`config.mk`:
```
export PLATFORM = sky130hd
export DESIGN_NAME = axi_rd_ctrl_flat
export DESIGN_NICKNAME = d
export VERILOG_FILES = /design/src/rtl/axi_ddr_pkg.sv /design/src/rtl/axi_rd_ctrl_if.sv /design/src/rtl/axi_rd_ctrl.sv /design/src/flat_wrapper.sv
export SDC_FILE = /design/constraint.sdc
export NUM_CORES = 1
export LEC_CHECK = 0
export BUFFER_PORTS_ARGS = -buffer_cell sky130_fd_sc_hd__buf_2
export CORE_AREA = 8 8 218 220
export CTS_CLUSTER_DIAMETER = 200
export CTS_CLUSTER_SIZE = 12
export DETAILED_ROUTE_END_ITERATION = 16
export DIE_AREA = 0 0 226 228
export HOLD_SLACK_MARGIN = 0.03
export MAX_ROUTING_LAYER = met4
export PLACE_DENSITY_LB_ADDON = 0.08
export SLEW_MARGIN = 10
export SYNTH_ARGS = -nofsm -noshare
export SYNTH_HDL_FRONTEND = slang
export SYNTH_SLANG_ARGS = --single-unit
```
`constraint.sdc`:
```
create_clock -name clk -period 4.8 [get_ports clk]
set_input_delay 0.24 -clock clk [delete_from_list [all_inputs] [get_ports clk]]
set_output_delay 0.24 -clock clk [all_outputs]
set_load 0.05 [all_outputs]
```
`src/rtl/axi_ddr_pkg.sv`:
```
// Shared constants and read-controller FSM encoding for the DDR read path.
package axi_ddr_pkg;
  parameter int         AXI_WIDTH  = 256;
  parameter logic [2:0] AXI_AXSIZE = 3'($clog2(AXI_WIDTH / 8));
  parameter int         AXI_ADDR_W = 29;

  typedef enum logic [1:0] {
    IDLE      = 2'd0,
    CHECK     = 2'd1,
    START     = 2'd2,
    WAIT_DONE = 2'd3
  } rd_state_t;
endpackage

```
`src/rtl/axi_rd_ctrl_if.sv`:
```
// Command and beat channel between axi_rd_ctrl (master) and the AXI read master engine (slave).
interface axi_rd_ctrl_if #(
  parameter int AXI_WIDTH = axi_ddr_pkg::AXI_WIDTH
) ();
  logic                                rd_ready;
  logic                                rd_done;
  logic                                rd_handshake;
  logic [AXI_WIDTH-1:0]                rd_data_in;
  logic                                rd_start;
  logic [axi_ddr_pkg::AXI_ADDR_W-1:0]  rd_addr;
  logic [7:0]                          rd_len;

  modport master (
    input  rd_ready, rd_done, rd_handshake, rd_data_in,
    output rd_start, rd_addr, rd_len
  );

  modport slave (
    output rd_ready, rd_done, rd_handshake, rd_data_in,
    input  rd_start, rd_addr, rd_len
  );
endinterface

```
`src/rtl/axi_rd_ctrl.sv`:
```
// Frame-buffer read burst controller: issues fixed-length bursts while the FIFO has room.
// Optional PING_PONG_EN adds wr_buf_sel to alternate between two frame buffers.
module axi_rd_ctrl
  import axi_ddr_pkg::*;
#(
  parameter int                    AXI_WIDTH   = axi_ddr_pkg::AXI_WIDTH,
  parameter logic [7:0]            BURST_LEN   = 8'd63,
  parameter logic [AXI_ADDR_W-1:0] ADDR_BASE   = 29'd0,
  parameter logic [AXI_ADDR_W-1:0] FRAME_BYTES = 29'd4147200,
  parameter int                    FIFO_DEPTH  = 512
) (
  input  logic                 clk,
  input  logic                 rst_n,
  input  logic                 enable,
  input  logic                 frame_sync,
  input  logic [9:0]           fifo_wr_cnt,
`ifdef PING_PONG_EN
  input  logic                 wr_buf_sel,
`endif
  axi_rd_ctrl_if.master        rd,
  output logic                 fifo_wr_en,
  output logic [AXI_WIDTH-1:0] fifo_wr_data,
  output logic                 frame_done,
  output logic                 busy,
  output logic                 burst_err
);

  localparam logic [AXI_ADDR_W-1:0] STEP =
    AXI_ADDR_W'((int'(BURST_LEN) + 1) * (AXI_WIDTH / 8));
  localparam logic [9:0] BEATS = 10'(int'(BURST_LEN) + 1);

  rd_state_t             state;
  logic                  sync_pend;
  logic                  sync_req;
  logic                  room_ok;
  logic                  addr_wrap;
  logic [9:0]            beat_cnt;
  logic [9:0]            beat_total;
  logic [AXI_ADDR_W:0]   addr_adv;
  logic [AXI_ADDR_W:0]   frame_end;
  logic [AXI_ADDR_W-1:0] frame_base;
  logic [AXI_ADDR_W-1:0] next_base;

`ifdef PING_PONG_EN
  logic [AXI_ADDR_W-1:0] base_q;
  assign frame_base = base_q;
  assign next_base  = wr_buf_sel ? ADDR_BASE : ADDR_BASE + FRAME_BYTES;
`else
  assign frame_base = ADDR_BASE;
  assign next_base  = ADDR_BASE;
`endif

  // A sync arriving in the same cycle it could be applied is honoured immediately.
  assign sync_req   = sync_pend | frame_sync;
  assign room_ok    = (int'(fifo_wr_cnt) + int'(BURST_LEN) + 1) <= FIFO_DEPTH;
  assign beat_total = beat_cnt + 10'(rd.rd_handshake);
  assign addr_adv   = {1'b0, rd.rd_addr} + {1'b0, STEP};
  assign frame_end  = {1'b0, frame_base} + {1'b0, FRAME_BYTES};
  assign addr_wrap  = addr_adv >= frame_end;

  // Stage p0 -> p1: beats forwarded to the FIFO one cycle after the handshake.
  always_ff @(posedge clk or negedge rst_n) begin
    if (!rst_n) begin
      fifo_wr_en   <= 1'b0;
      fifo_wr_data <= '0;
    end else begin
      fifo_wr_en   <= rd.rd_handshake;
      fifo_wr_data <= rd.rd_data_in;
    end
  end

  always_ff @(posedge clk or negedge rst_n) begin
    if (!rst_n) begin
      state      <= IDLE;
      rd.rd_start <= 1'b0;
      rd.rd_addr <= ADDR_BASE;
      rd.rd_len  <= BURST_LEN;
      frame_done <= 1'b0;
      busy       <= 1'b0;
      burst_err  <= 1'b0;
      sync_pend  <= 1'b0;
      beat_cnt   <= '0;
`ifdef PING_PONG_EN
      base_q     <= ADDR_BASE;
`endif
    end else begin
      rd.rd_start <= 1'b0;
      rd.rd_len   <= BURST_LEN;
      frame_done  <= 1'b0;
      sync_pend   <= sync_req;

      if (rd.rd_start)
        beat_cnt <= 10'(rd.rd_handshake);
      else if (rd.rd_handshake)
        beat_cnt <= beat_cnt + 10'd1;

      case (state)
        IDLE: begin
          if (sync_req) begin
            rd.rd_addr <= next_base;
            sync_pend  <= 1'b0;
`ifdef PING_PONG_EN
            base_q     <= next_base;
`endif
          end
          if (enable && rd.rd_ready)
            state <= CHECK;
        end
        CHECK: begin
          if (room_ok) begin
            state       <= START;
            rd.rd_start <= 1'b1;
            busy        <= 1'b1;
          end else begin
            state <= IDLE;
          end
        end
        START: state <= WAIT_DONE;
        WAIT_DONE: begin
          if (rd.rd_done) begin
            state <= IDLE;
            busy  <= 1'b0;
            if (beat_total != BEATS)
              burst_err <= 1'b1;
            // A pending sync and a natural wrap both start a new frame: one pulse.
            if (sync_req || addr_wrap) begin
              rd.rd_addr <= next_base;
              sync_pend  <= 1'b0;
              frame_done <= 1'b1;
`ifdef PING_PONG_EN
              base_q     <= next_base;
`endif
            end else begin
              rd.rd_addr <= addr_adv[AXI_ADDR_W-1:0];
            end
          end
        end
        default: state <= IDLE;
      endcase
    end
  end

endmodule

```
`src/flat_wrapper.sv`:
```
// flat-port wrapper written by rule: the top's interface ports become plain ports
module axi_rd_ctrl_flat import axi_ddr_pkg::*;
#(
  parameter int                    AXI_WIDTH   = axi_ddr_pkg::AXI_WIDTH,
  parameter logic [7:0]            BURST_LEN   = 8'd63,
  parameter logic [AXI_ADDR_W-1:0] ADDR_BASE   = 29'd0,
  parameter logic [AXI_ADDR_W-1:0] FRAME_BYTES = 29'd4147200,
  parameter int                    FIFO_DEPTH  = 512
)
  (clk, rst_n, enable, frame_sync, fifo_wr_cnt, fifo_wr_en, fifo_wr_data, frame_done, busy, burst_err, rd_rd_ready, rd_rd_done, rd_rd_handshake, rd_rd_data_in, rd_rd_start, rd_rd_addr, rd_rd_len);
  axi_rd_ctrl_if #(.AXI_WIDTH(AXI_WIDTH)) rd_i ();
  input  logic clk;
  input  logic rst_n;
  input  logic enable;
  input  logic frame_sync;
  input  logic [9:0] fifo_wr_cnt;
  output logic fifo_wr_en;
  output logic [AXI_WIDTH-1:0] fifo_wr_data;
  output logic frame_done;
  output logic busy;
  output logic burst_err;
  input wire logic [$bits(rd_i.rd_ready)-1:0] rd_rd_ready;
  input wire logic [$bits(rd_i.rd_done)-1:0] rd_rd_done;
  input wire logic [$bits(rd_i.rd_handshake)-1:0] rd_rd_handshake;
  input wire logic [$bits(rd_i.rd_data_in)-1:0] rd_rd_data_in;
  output wire logic [$bits(rd_i.rd_start)-1:0] rd_rd_start;
  output wire logic [$bits(rd_i.rd_addr)-1:0] rd_rd_addr;
  output wire logic [$bits(rd_i.rd_len)-1:0] rd_rd_len;
  assign rd_i.rd_ready = rd_rd_ready;
  assign rd_i.rd_done = rd_rd_done;
  assign rd_i.rd_handshake = rd_rd_handshake;
  assign rd_i.rd_data_in = rd_rd_data_in;
  assign rd_rd_start = rd_i.rd_start;
  assign rd_rd_addr = rd_i.rd_addr;
  assign rd_rd_len = rd_i.rd_len;
  axi_rd_ctrl #(.AXI_WIDTH(AXI_WIDTH), .BURST_LEN(BURST_LEN), .ADDR_BASE(ADDR_BASE), .FRAME_BYTES(FRAME_BYTES), .FIFO_DEPTH(FIFO_DEPTH)) u_core (.clk(clk), .rst_n(rst_n), .enable(enable), .frame_sync(frame_sync), .fifo_wr_cnt(fifo_wr_cnt), .rd(rd_i), .fifo_wr_en(fifo_wr_en), .fifo_wr_data(fifo_wr_data), .frame_done(frame_done), .busy(busy), .burst_err(burst_err));
endmodule
```
======== Yosys cells after proc, flatten, opt, wreduce, memory -nomap -nowiden ========
Cells that the tools add are included.
cells by class
  add/subtract/negate cells ............... 5
  $mul .................................... 0
  div/mod/pow operators ................... 0
  $lt $le $gt $ge ......................... 2
  eq/ne operators ......................... 8
  shift-type cells ........................ 0
  mux-type cells .......................... 21
  bitwise logic cells ..................... 1
  reduce and logical (&&, ||, !) cells .... 10
operator list
  operator                  count
  $mux W29                  3
  $pmux W29 S2              1
  $add A32 B2 Y32 const B   1
  $le A32 B11 Y1 const B    1
  $add A29 B12 Y30 const B  1
  $ge A30 B22 Y1 const B    1
  $mux W10                  2
  $add A10 B6 Y11 const B   1
  $add A10 B1 Y10           1
  $add A10 B1 Y10 const B   1
  $ne A10 B7 Y1 const B     1
  $mux W1                   9
  $reduce_and A3 Y1         3
  $pmux W2 S4               1
  $mux W2                   3
  $ne A2 B1 Y1 const B      3
  $reduce_bool A2 Y1        3
  $eq A2 B2 Y1 const B      2
  $pmux W1 S2               2
  $eq A2 B1 Y1 const B      1
  $logic_not A2 Y1          1
  $ne A2 B2 Y1 const B      1
  $reduce_and A2 Y1         1
  $logic_and A1 B1 Y1       1
  other kinds (2)           2
word-level totals
  register bits after elaboration ......... 303
  bits in latches ......................... 0
  RAM bits ................................ 0
  memory bits (read-only) ................. 0
  input port bits ......................... 273
  output and inout bits ................... 298
  logic and storage cells ................. 57
  memories ................................ 0

======== Depth between registers and ports, before layout ========
Gate-level depths: netlist of run 1.
  word-level depth ........................ 6
  gate-level depth with buffers ........... 11
  mapped depth without buffers ............ 10

======== Worst setup path after synthesis of run 1 ========
OpenSTA, ideal clock, no wires.
  path type ............................... register to register
  start point ............................. register u_core.rd.rd_addr[11]
  end point ............................... register u_core.rd.rd_addr[19]
  setup time .............................. 0.121 ns
  arrival ................................. 2.705 ns
  data required time ...................... 4.679 ns
  path slack .............................. 1.974 ns
  stages on the path, launching flop included .. 11
  path buffers ............................ 1
  clock period less this slack ............ 2.826 ns
  path through ............................ dfrtp_1 > ha_1 > nand2b_1 > a21boi_0 > o21a_1 > or4_1 > a21oi_1 > nand4bb_1 > clkbuf_1 > o21ai_0 > a22o_1
on the way
  longest elaborated chain between the ends .. 6
ends and longest elaborated chain
  what                    line                  RTL
  from (decl)             axi_rd_ctrl_if.sv:15  output rd_start, rd_addr, rd_len
  from (signal assigned)  axi_rd_ctrl.sv:100    rd.rd_addr <= next_base;
  from (signal assigned)  axi_rd_ctrl.sv:127    rd.rd_addr <= next_base;
  from (signal assigned)  axi_rd_ctrl.sv:134    rd.rd_addr <= addr_adv[AXI_ADDR_W-1:0];
  $add A29 B12 Y30 (*)    axi_rd_ctrl.sv:57     assign addr_adv = {1'b0, rd.rd_addr} + {1'b0, STEP};
  $ge A30 B22 Y1          axi_rd_ctrl.sv:59     assign addr_wrap = addr_adv >= frame_end;
  $logic_or A1 B1 Y1      axi_rd_ctrl.sv:126    if (sync_req || addr_wrap) begin
  $mux W29 (*)            axi_rd_ctrl.sv:126
  $mux W29 (*)            axi_rd_ctrl.sv:120    if (rd.rd_done) begin
  $pmux W29 S2 (*)        axi_rd_ctrl.sv:97     case (state)
Mark *: on every way between the ends. The rest lies on a longest branch, timed or not. The select of a mux whose other input is x is not followed.
A chain may end at the register's enable or synchronous reset.

======== Final worst setup path of run 1 ========
  start point ............................. register u_core.rd.rd_addr[20]
  end point ............................... register u_core.rd.rd_addr[16]
on the way
  longest elaborated chain between the ends .. 6
ends and longest elaborated chain
  what                line
  $add A29 B12 Y30    axi_rd_ctrl.sv:57
  $ge A30 B22 Y1      axi_rd_ctrl.sv:59
  $logic_or A1 B1 Y1  axi_rd_ctrl.sv:126
  $mux W29            axi_rd_ctrl.sv:126
  $mux W29            axi_rd_ctrl.sv:120
  $pmux W29 S2        axi_rd_ctrl.sv:97
Every way passes these cells. The select of a mux whose other input is x is not followed.

==> flow_summary.yaml, run 1 <==
sta:
  slew_headroom_pct: 36.7
  timing.fmax_mhz: 329
  setup_viol: 0
  clock_skew_ps: 13.9
  worst-slew-pin-transition_ps: 950
  finalHoldViolCount: 0
  fin_crit_ps: 3040
  setup-tns-final_ps: 0
  slew_viol_final: 0
  rsz0062_at_grt: "no"
  fin_crit_sh_pct: 63.4
placed_design:
  dp_cells: 1722
  hpwlAfterDp_mm: 33.0
  io_buffers: 551
  gp_congestion: 0.847
worst_setup_path:
  crit_required_ps: 5280
  crit_arrival_ps: 3530
  crit_fanout: 9
  critPathKind: "register to register"
  cp-start-kind: "register"
  r2r-start: "u_core.rd.rd_addr[20]$_DFFE_PN0P_"
  path_cells: "nand4_1, nor4_4, nor4b_1, mux2_2, nand4b_1, nand4bb_1, nor2_2, a22o_1"
  cp_top_family: "simple AND/OR/NAND/NOR gates"
  crit_path_end_kind: "register"
  crit_path_max_incr_delay_ps: 500
  cp-startpoint: "u_core.rd.rd_addr[20]$_DFFE_PN0P_"
  worst_path_max_delay_cell: "nand4bb_1"
  crit_buf_inv: 0
clock_network:
  post_cts_buffers: 0
  cts_buffers: 28
  cts_buffer_depth: 3
  path_clk_slew_ps: 70
  cts_tree: "built"
  cts.sinks: 292
  clk_latency_ps: 550
  cts_resized: 0
  htreeDepth: 1
  clock_tree.root_cell: "clkbuf_16"
run:
  maxCapViolations: 0
final_layout:
  layout.cells.non_filler: 2021
  area_delta_synth_final_pct: 73.3
  drive_gt1_share_pct: 42.5
  final_core_util_pct: 36.5
  final.fill_count: 4409
  fin_nets: 1703
power_and_ir_drop:
  leakage_uw: 0.00777
  ir_worst_vdd_mv: 0.303
  pwr_density_cell_nw_per_um2: 373
  power.total_uw: 5960
synthesis:
  ys_seq_elements: 292
  seq_area_frac_synth_pct: 79.1
  synthesis.area_sq_um: 9230
  syn_inst: 592
  ys_types: 64
  synth_edf_count: 0
  async_flop_share_pct: 100
  yosysWarnings: 0
  syn-mean-instance-area_sq_um: 15.6
  synth_ff_type: "dfrtp_1"
floorplanning:
  floorplan.rows: 77
  dieArea_sq_um: 51500
  start_util_pct: 21.1
  die_w_microns: 226
  die_h_microns: 228
  coreArea_sq_um: 43800
  ioPinCount: 571
detailed_routing:
  viasPerCell: 3.86
  num_vias: 7796
  drc: 0
  wl_per_cell_microns: 20.6
  ant_nets: 0
  dr.pass1.iters: 4
  first_iter_violations: 348
  drt_wl_total_mm: 41.7
global_routing:
  use_met2_pct: 29.1
  gr-usage-met1_pct: 16.3
  grt-busiest-layer: "met2"
  gr-total-overflow: 0
  grt_max_degree: 114
  grtUsageMet3_pct: 4.30
  grt_first_pass_wirelength_mm: 59.5
  grt_util_all_layers_pct: 16.0
  grt_pass1_vias: 8570
  antenna_found_initial: 8
min_path:
  hold_path_class: "primary input to register"
  hp-start: "rd_rd_ready"
outcome:
  run_status: "complete, no violations"
## per-stage QoR
stage	area, sq um	worst slack, ps	hold WS, ps
floorplan	9300	1970	-55.6
global placement	12600	1770	348
detailed placement	12600	1760	349
CTS	16000	1730	64.2
global route	16000	1450	132
finish	16000	1760	107
## sequential cells by signal (all words and copies together) (netlist names)
register and flops:
u_core.rd.rd_start 1, u_core.burst_err 1, u_core.beat_cnt 10, u_core.fifo_wr_data 256, u_core.frame_done 1, u_core.state 2
u_core.rd.rd_addr 18, u_core.busy 1, u_core.sync_pend 1, u_core.fifo_wr_en 1
## synth_stat cells, types with 3 or more instances
library cell  count  share of area [%]
nand2_1          26                1.1
nand2b_1          7               0.47
o211ai_1          3               0.24
clkbuf_1         11               0.45
nor2b_1          10               0.68
ha_1             10                1.4
o21ai_0          24                1.3
a31oi_1           5               0.34
a21oi_1           5               0.27
xnor2_1           4               0.38
inv_1            10               0.41
nor4_1            6               0.41
dfrtp_1         292                 79
nand4_1          11               0.75
and3_1            5               0.34
nand3_1          19                1.0
or3_1             3               0.20
xor2_1           12                1.1
buf_4            19                1.5
a22o_1            8               0.76
nor3_1           10               0.54
nor2_1           27                1.1
and2_1            8               0.54
a211oi_1          4               0.33
## report_power, final
| part | leakage [uW] | internal, uW | total, uW | switching, uW |
|---|---|---|---|---|
| Clock | 0.000362 | 1060 | 1970 | 912 |
| Sequential | 0.00347 | 2610 | 2690 | 86.4 |
| Combinational | 0.00395 | 423 | 1300 | 877 |
| Total | 0.00777 | 4090 | 5960 | 1880 |
## final timing paths
path / to / slack, ps / cells after the start
max in group asynchronous: u_core.fifo_wr_data[240]$_DFF_PN0_ / 3180 / 3
hold / removal: u_core.state[1]$_DFFE_PN0P_ / 110 / 5
setup reg to reg: u_core.rd.rd_addr[16]$_DFFE_PN0P_ / 1760 / 8
setup / recovery: u_core.rd.rd_addr[16]$_DFFE_PN0P_ / 1760 / 8
min in group asynchronous: u_core.fifo_wr_data[78]$_DFF_PN0_ / 320 / 2
hold reg to reg: u_core.burst_err$_DFFE_PN0P_ / 520 / 1
## worst reg2reg max path, delay by kind of cell (launching register included)
| kind | cells | cell delay [ps] |
|---|---|---|
| compound gates | 1 | 200 |
| flops | 1 | 460 |
| mux | 1 | 210 |
| simple gates | 6 | 2100 |
## placed cells by master, fill, tap and decap left out, types with 3 or more instances in the layout
cell           Yosys  layout
dlygate4sd3_1      0     260
buf_2              2     550
a31oi_1            5       5
o21ai_0           24      24
a211oi_1           4       4
and3_1             5       5
clkbuf_16          0      29
inv_1             10      10
nor3_1            10      10
nand4_1           11      11
nand3_1           19      19
a22o_1             8       8
xor2_1            12      12
nor4_1             6       6
and2_1             8       8
a21oi_1            5       5
xnor2_1            4       4
nor2_1            27      27
dfrtp_1          292     292
nand2_1           26      26
conb_1             2      19
buf_4             19       3
ha_1              10      10
nor2b_1           10      10
diode_2            0       9
o211ai_1           3       3
or3_1              3       3
nand2b_1           7       7
## routing by layer
metal / vias up / share of wire, %
met2: 276 / 54
met4: 0 / 3.1
met3: 74 / 7.7
met5: - / 0
met1: 3820 / 35
li1: 3626 / -
## final cells by class
| cell class | count | area, sq um | share of cell area [%] |
|---|---|---|---|
| diodes | 9 | 22.5 | 0.141 |
| inverters | 10 | 37.5 | 0.235 |
| clock inverters | 1 | 8.76 | 0.0547 |
| flip-flops and latches | 292 | 7310 | 45.7 |
| well taps | 592 | 741 | 4.63 |
| multi-input cells | 273 | 1740 | 10.9 |
| repair buffers | 815 | 5410 | 33.8 |
| clock buffers | 29 | 726 | 4.54 |
## kinds of logic after synthesis
family / share of synthesized area [%]
adder cells (fa/ha/maj): 1.36
other: 0.0813
AO/OA/AOI/OAI: 5.76
buffers and inverters: 2.68
AND/OR/NAND/NOR: 9.01
XOR/XNOR: 1.52
multiplexers: 0.461
flip-flops: 79.1
## timing repair
item	4_1_cts	5_1_grt
endpoints found under the hold margin	370	0
endpoints found under the setup margin	0	0
hold buffers	260	0
Note: power is estimated with default switching activity, not from simulation.
==> run 2: changes to the inputs <==
--- a/config.mk
+++ b/config.mk
@@ -6,11 +6,11 @@
 export NUM_CORES = 1
 export LEC_CHECK = 0
 export BUFFER_PORTS_ARGS = -buffer_cell sky130_fd_sc_hd__buf_2
-export CORE_AREA = 8 8 218 220
+export CORE_AREA = 8 8 213 215
 export CTS_CLUSTER_DIAMETER = 200
 export CTS_CLUSTER_SIZE = 12
 export DETAILED_ROUTE_END_ITERATION = 16
-export DIE_AREA = 0 0 226 228
+export DIE_AREA = 0 0 221 223
 export HOLD_SLACK_MARGIN = 0.03
 export MAX_ROUTING_LAYER = met4
 export PLACE_DENSITY_LB_ADDON = 0.08
==> constraint.sdc (replaced) <==
create_clock -name clk -period 2.5 [get_ports clk]
set_input_delay 0.125 -clock clk [delete_from_list [all_inputs] [get_ports clk]]
set_output_delay 0.125 -clock clk [all_outputs]
set_load 0.05 [all_outputs]
==> run 2 against run 1 <==
  * Clock power rose by 90%
  * Register-to-register slack got worse by 1700 ps
  * Hold slack got worse by 11 ps
  * Total power is 93% higher
  * Worst setup slack lost 1700 ps
  * Sequential power up 91%
  * Via count is 1.5% higher
  * Utilization up 2.3 points
  * Global-route usage up 0.63 points
  * Routed wire length fell by 1.3%
  * Critical path depth increased by 2
  * Clock skew grew 16 ps
  * Critical path type unchanged
  * Largest power group unchanged
==> flow_summary.yaml, run 2 (synthesis gave the netlist of run 1 again) <==
worst_setup_path:
  crit_buf_inv: 1
  reg2reg_slack_ps: 50
  r2r_cells: 10
  crit_fanout: 8
  cp-start-kind: "register"
  path_cells: "ha_4, nand2b_4, a21boi_2, o21a_1, or4_4, a21oi_4, nand4bb_4, buf_6, o21ai_2, a22o_1"
  worst_path_max_delay_cell: "or4_4"
  crit_arrival_ps: 2890
  crit_path_end_kind: "register"
  cp_top_family: "simple AND/OR/NAND/NOR gates"
  reg2reg_to: "u_core.rd.rd_addr[15]$_DFFE_PN0P_"
  crit_path_max_incr_delay_ps: 530
  r2r-start: "u_core.rd.rd_addr[11]$_DFFE_PN0P_"
  crit_required_ps: 2940
  critPathKind: "register to register"
detailed_routing:
  dr.pass1.iters: 4
  ant_nets: 0
  wl_per_cell_microns: 20.4
  drc: 0
  first_iter_violations: 368
  viasPerCell: 3.93
  drt_wl_total_mm: 41.2
  num_vias: 7912
global_routing:
  grt_pass1_vias: 8715
  grt_util_all_layers_pct: 16.6
  gr-total-overflow: 0
  grtUsageMet3_pct: 5.12
  grt_max_degree: 62
  gr-usage-met1_pct: 17.0
  grt_first_pass_wirelength_mm: 59.9
  antenna_found_initial: 2
  use_met2_pct: 30.3
  grt-busiest-layer: "met2"
final_layout:
  final.fill_count: 4104
  fin_area_sq_um: 16400
  layout_common_cells: "550 x buf_2, 281 x dfrtp_1, 264 x dlygate4sd3_1"
  largest-register: "u_core.fifo_wr_data"
  area_delta_synth_final_pct: 77.6
  largest_register_ffs: 256
  final_core_util_pct: 38.8
  fin_nets: 1745
  reg_top3: "u_core.fifo_wr_data (256), u_core.rd.rd_addr (18), u_core.beat_cnt (10)"
  regArea_sq_um: 7320
  drive_gt1_share_pct: 45.4
  multi_input_area_sq_um: 1830
  final_common_cell: "buf_2"
floorplanning:
  dieArea_sq_um: 49300
  coreArea_sq_um: 42300
  ioPinCount: 571
  floorplan.rows: 76
  start_util_pct: 21.8
  die_w_microns: 221
  die_h_microns: 223
placed_design:
  io_buffers: 551
  placed_cell_area_sq_um: 12900
  gp_congestion: 0.817
  hpwlAfterDp_mm: 32.8
sta:
  worst-slew-pin-transition_ps: 524
  rsz0062_at_grt: "yes"
  slew_headroom_pct: 65.1
  hold_ws_ps: 96.2
  finalHoldViolCount: 0
  slew_viol_final: 0
  timing.fmax_mhz: 408
  setup-tns-final_ps: 0
  fin_crit_ps: 2450
  fin_crit_sh_pct: 98.1
  clock_skew_ps: 29.4
  setup_viol: 0
power_and_ir_drop:
  pwr_density_cell_nw_per_um2: 702
  ir_worst_vdd_mv: 0.425
  power.total_uw: 11500
  leakage_uw: 0.00798
clock_network:
  htreeDepth: 1
  cts_tree: "built"
  clk_latency_ps: 560
  cts_buffers: 28
  path_clk_slew_ps: 70
  cts_buffer_depth: 3
  clock_tree.root_cell: "clkbuf_16"
  cts.sinks: 292
outcome:
  run_status: "complete, no violations"
run:
  maxCapViolations: 0
min_path:
  hold_path_class: "primary input to async pin"
-- run 2: changes by cell type in the layout (fill, tap and decap cells not counted), moves of 4 or more --
cell	before	now
diode_2	9	3
buf_4	3	37
dfrtp_1	292	281
dlygate4sd3_1	260	264
clkbuf_1	0	4
o21ai_0	24	19
dfrtp_2	0	11
-- run 2: metal layers --
metal	routed length, microns	vias up
met2	22200	261
met4	1170	0
met1	14900	3879
met3	2880	66
li1	-	3706
met5	0	-
-- run 2: area by class of cell --
| type | instances | area share (%) |
|---|---|---|
| inverter | 10 | 0.229 |
| clock inverter | 2 | 0.153 |
| antenna | 3 | 0.0458 |
| clock buffer | 32 | 4.36 |
| tap | 546 | 4.16 |
| timing repair buffer | 857 | 35.2 |
| multi-input combinational | 273 | 11.2 |
| sequential | 292 | 44.6 |
-- run 2: power breakdown --
part	internal, uW	total, uW	leakage (uW)	switching, uW
combinational	894	2620	0.00417	1730
sequential	5010	5150	0.00345	142
clock	2000	3740	0.000361	1740
total	7900	11500	0.00798	3610
-- run 2: timing repair --
item | 4_1_cts | 5_1_grt
endpoints found under the setup margin | 6 | 9
setup buffers | 0 | 2
hold endpoints to repair | 527 | 0
pin swaps | 1 | 10
gates cloned | 0 | 0
hold buffers | 264 | 0
resized for setup | 2 | 17
-- run 2: through the flow --
| stage | worst slack [ps] | cells |
|---|---|---|
| 3_5_place_dp | -198 | 1712 |
| 6_report | 48.6 | 2015 |
| 4_1_cts | 10.4 | 2010 |
| 2_1_floorplan | -37.0 | 609 |
| 5_1_grt | -65.7 | 2014 |
| 3_3_place_gp | -129 | 1712 |
-- run 2: worst max-delay path by stage --
stage                                         to  cells past startpoint                               from  slack [ps]
2_1_floorplan  u_core.rd.rd_addr[21]$_DFFE_PN0P_                     10  u_core.rd.rd_addr[11]$_DFFE_PN0P_         -40
5_1_grt        u_core.rd.rd_addr[15]$_DFFE_PN0P_                     10  u_core.rd.rd_addr[11]$_DFFE_PN0P_         -70
6_report       u_core.rd.rd_addr[15]$_DFFE_PN0P_                     10  u_core.rd.rd_addr[11]$_DFFE_PN0P_          50
3_3_place_gp         u_core.state[1]$_DFFE_PN0P_                     11                     fifo_wr_cnt[0]        -130
4_1_cts        u_core.rd.rd_addr[15]$_DFFE_PN0P_                     10  u_core.rd.rd_addr[11]$_DFFE_PN0P_          10
3_5_place_dp         u_core.state[1]$_DFFE_PN0P_                     11                     fifo_wr_cnt[0]        -200
==> run 3: changes to the inputs <==
--- a/config.mk
+++ b/config.mk
@@ -11,9 +11,10 @@
 export CTS_CLUSTER_SIZE = 12
 export DETAILED_ROUTE_END_ITERATION = 16
 export DIE_AREA = 0 0 221 223
+export GPL_ROUTABILITY_DRIVEN = 1
 export HOLD_SLACK_MARGIN = 0.03
 export MAX_ROUTING_LAYER = met4
-export PLACE_DENSITY_LB_ADDON = 0.08
+export PLACE_DENSITY_LB_ADDON = 0.25
 export SLEW_MARGIN = 10
 export SYNTH_ARGS = -nofsm -noshare
 export SYNTH_HDL_FRONTEND = slang
==> run 3 against run 2 <==
  * Hold slack worse by 36 ps
  * Worst setup slack improved by 36 ps
  * Sequential share of layout area down 0.078 points
  * Flip-flop and latch count unchanged
==> flow_summary.yaml, run 3 (synthesis gave the netlist of run 1 again) <==
power_and_ir_drop:
  pwr-share-clk_pct: 32.6
  pwr-share-comb_pct: 22.8
  leakage_uw: 0.00801
  power.switching_uw: 3580
  p_seq_share_pct: 44.6
  ir_worst_vdd_mv: 0.437
  switching_share_pct: 30.9
  pwr_density_cell_nw_per_um2: 704
  internal-power_uw: 7990
final_layout:
  reg_top3: "u_core.fifo_wr_data (256), u_core.rd.rd_addr (18), u_core.beat_cnt (10)"
  largest-register: "u_core.fifo_wr_data"
  fin_nets: 1746
  final_core_util_pct: 38.8
  drive_gt1_share_pct: 45.3
  layout_common_cells: "550 x buf_2, 281 x dfrtp_1, 262 x dlygate4sd3_1"
  fin_area_sq_um: 16400
  final_common_cell: "buf_2"
  largest_register_ffs: 256
  area_delta_synth_final_pct: 78.0
global_routing:
  antenna_found_initial: 8
  grt_first_pass_wirelength_mm: 59.1
  grt_max_degree: 78
  grt_pass1_vias: 8967
  grt_util_all_layers_pct: 16.3
  gr-total-overflow: 0
min_path:
  holdPathStages: 4
  hold_path_class: "primary input to register"
  hold_end: "u_core.state[0]$_DFFE_PN0P_"
  hp-start: "rd_rd_ready"
clock_network:
  cts_buffers: 28
  cts_buffer_depth: 3
  clk_latency_ps: 550
  cts.sinks: 292
  path_clk_slew_ps: 70
  htreeDepth: 1
  cts_tree: "built"
  clock_tree.root_cell: "clkbuf_16"
placed_design:
  placed_cell_area_sq_um: 13000
  gp_congestion: 0.858
  dp_slack_ps: -149
  io_buffers: 551
  hpwlAfterDp_mm: 32.1
floorplanning:
  floorplan.rows: 76
  coreArea_sq_um: 42300
  start_util_pct: 21.8
  dieArea_sq_um: 49300
  ioPinCount: 571
  die_h_microns: 223
  die_w_microns: 221
sta:
  worst-slew-pin-transition_ps: 665
  fin_crit_ps: 2420
  rsz0062_at_grt: "yes"
  setup_viol: 0
  slew_viol_final: 0
  timing.fmax_mhz: 414
  setup-tns-final_ps: 0
  clock_skew_ps: 15.5
  setup_ws_ps: 84.4
  fin_crit_sh_pct: 96.6
  finalHoldViolCount: 0
  slew_headroom_pct: 55.7
detailed_routing:
  ant_nets: 0
  drc: 0
  first_iter_violations: 331
  drt_wl_total_mm: 40.4
  num_vias: 8115
  dr.pass1.iters: 4
  viasPerCell: 4.01
  wl_per_cell_microns: 20.0
worst_setup_path:
  reg2reg_to: "u_core.rd.rd_addr[13]$_DFFE_PN0P_"
  crit_path_end_kind: "register"
  reg2reg_slack_ps: 80
  worst_path_max_delay_cell: "or4_4"
  r2r-start: "u_core.rd.rd_addr[12]$_DFFE_PN0P_"
  crit_path_max_incr_delay_ps: 500
  critPathKind: "register to register"
  path_cells: "ha_4, nand2b_1, a21boi_0, o21a_1, or4_4, a21oi_4, nand4bb_4, buf_4, o21ai_0, a22o_1"
  cp-start-kind: "register"
  crit_arrival_ps: 2850
  crit_required_ps: 2930
  crit_fanout: 5
  r2r_cells: 10
run:
  maxCapViolations: 0
outcome:
  run_status: "complete, no violations"
[run 3: cell count changes in the layout (fill, tap and decap cells not counted), moves of 2 or more]
cell	before	now
diode_2	3	9
o21ai_0	19	24
o21ai_1	3	0
buf_4	37	39
dlygate4sd3_1	264	262
o21ai_2	3	1
[run 3: power groups by stage]
| stage | logic, uW | registers (uW) | clock network [uW] |
|---|---|---|---|
| CTS | 2670 | 5160 | 3950 |
| finish | 2640 | 5160 | 3770 |
| detailed placement | 2290 | 5240 | 0 |
| global route | 2830 | 5190 | 4130 |
| floorplan | 562 | 6060 | 0 |
| global placement | 2270 | 5230 | 0 |
[run 3: layout make-up]
| cell class | count | area, sq um |
|---|---|---|
| Clock inverter | 1 | 8.76 |
| Timing Repair Buffer | 858 | 5790 |
| Fill cell | 4112 | 25900 |
| Multi-Input combinational cell | 273 | 1820 |
| Tap cell | 546 | 683 |
| Clock buffer | 33 | 741 |
| Sequential cell | 292 | 7320 |
| Antenna cell | 9 | 22.5 |
| Inverter | 10 | 37.5 |
[run 3: worst max-delay path by stage]
stage | start | end | slack (ps) | cells after the start
final | u_core.rd.rd_addr[12]$_DFFE_PN0P_ | u_core.rd.rd_addr[13]$_DFFE_PN0P_ | 80 | 10
after global routing | u_core.rd.rd_addr[13]$_DFFE_PN0P_ | u_core.rd.rd_addr[19]$_DFFE_PN0P_ | -40 | 9
after CTS | u_core.rd.rd_addr[20]$_DFFE_PN0P_ | u_core.rd.rd_addr[20]$_DFFE_PN0P_ | 9 | 8
after detailed placement | fifo_wr_cnt[0] | u_core.state[1]$_DFFE_PN0P_ | -150 | 11
after global placement | fifo_wr_cnt[1] | u_core.state[1]$_DFFE_PN0P_ | -110 | 11
after floorplan | u_core.rd.rd_addr[11]$_DFFE_PN0P_ | u_core.rd.rd_addr[21]$_DFFE_PN0P_ | -40 | 10
[run 3: routing by layer]
| layer | share of wire [%] | up-vias | global-route usage [%] |
|---|---|---|---|
| met1 | 36 | 4032 | 17.1 |
| met5 | 0 | - | - |
| li1 | - | 3729 | - |
| met2 | 55 | 291 | 29.7 |
| met3 | 6.2 | 63 | 4.37 |
| met4 | 2.8 | 0 | 5.32 |
[run 3: critical path, delay by kind of cell, from the launching register on]
family / cells / cell delay (ps)
DFF: 1 / 430
and+or+nand+nor: 3 / 750
buffers and inverters: 1 / 140
adders and majority gates: 1 / 270
AOI/OAI and AO/OA: 5 / 720
[run 3: stage by stage]
step | instances | hold slack (ps) | power (uW)
2_1_floorplan | 609 | -171 | 6630
3_3_place_gp | 1714 | 183 | 7510
3_5_place_dp | 1714 | 191 | 7530
4_1_cts | 2010 | 30.5 | 11800
5_1_grt | 2021 | 74.2 | 12100
6_report | 2022 | 60.1 | 11600
[run 3: timing repair]
action / in CTS / in global routing
endpoints found under the setup margin: 0 / 11
resized for setup: 0 / 10
buffers inserted: 0 / 3
hold endpoints to repair: 334 / 0
hold buffers: 262 / 0
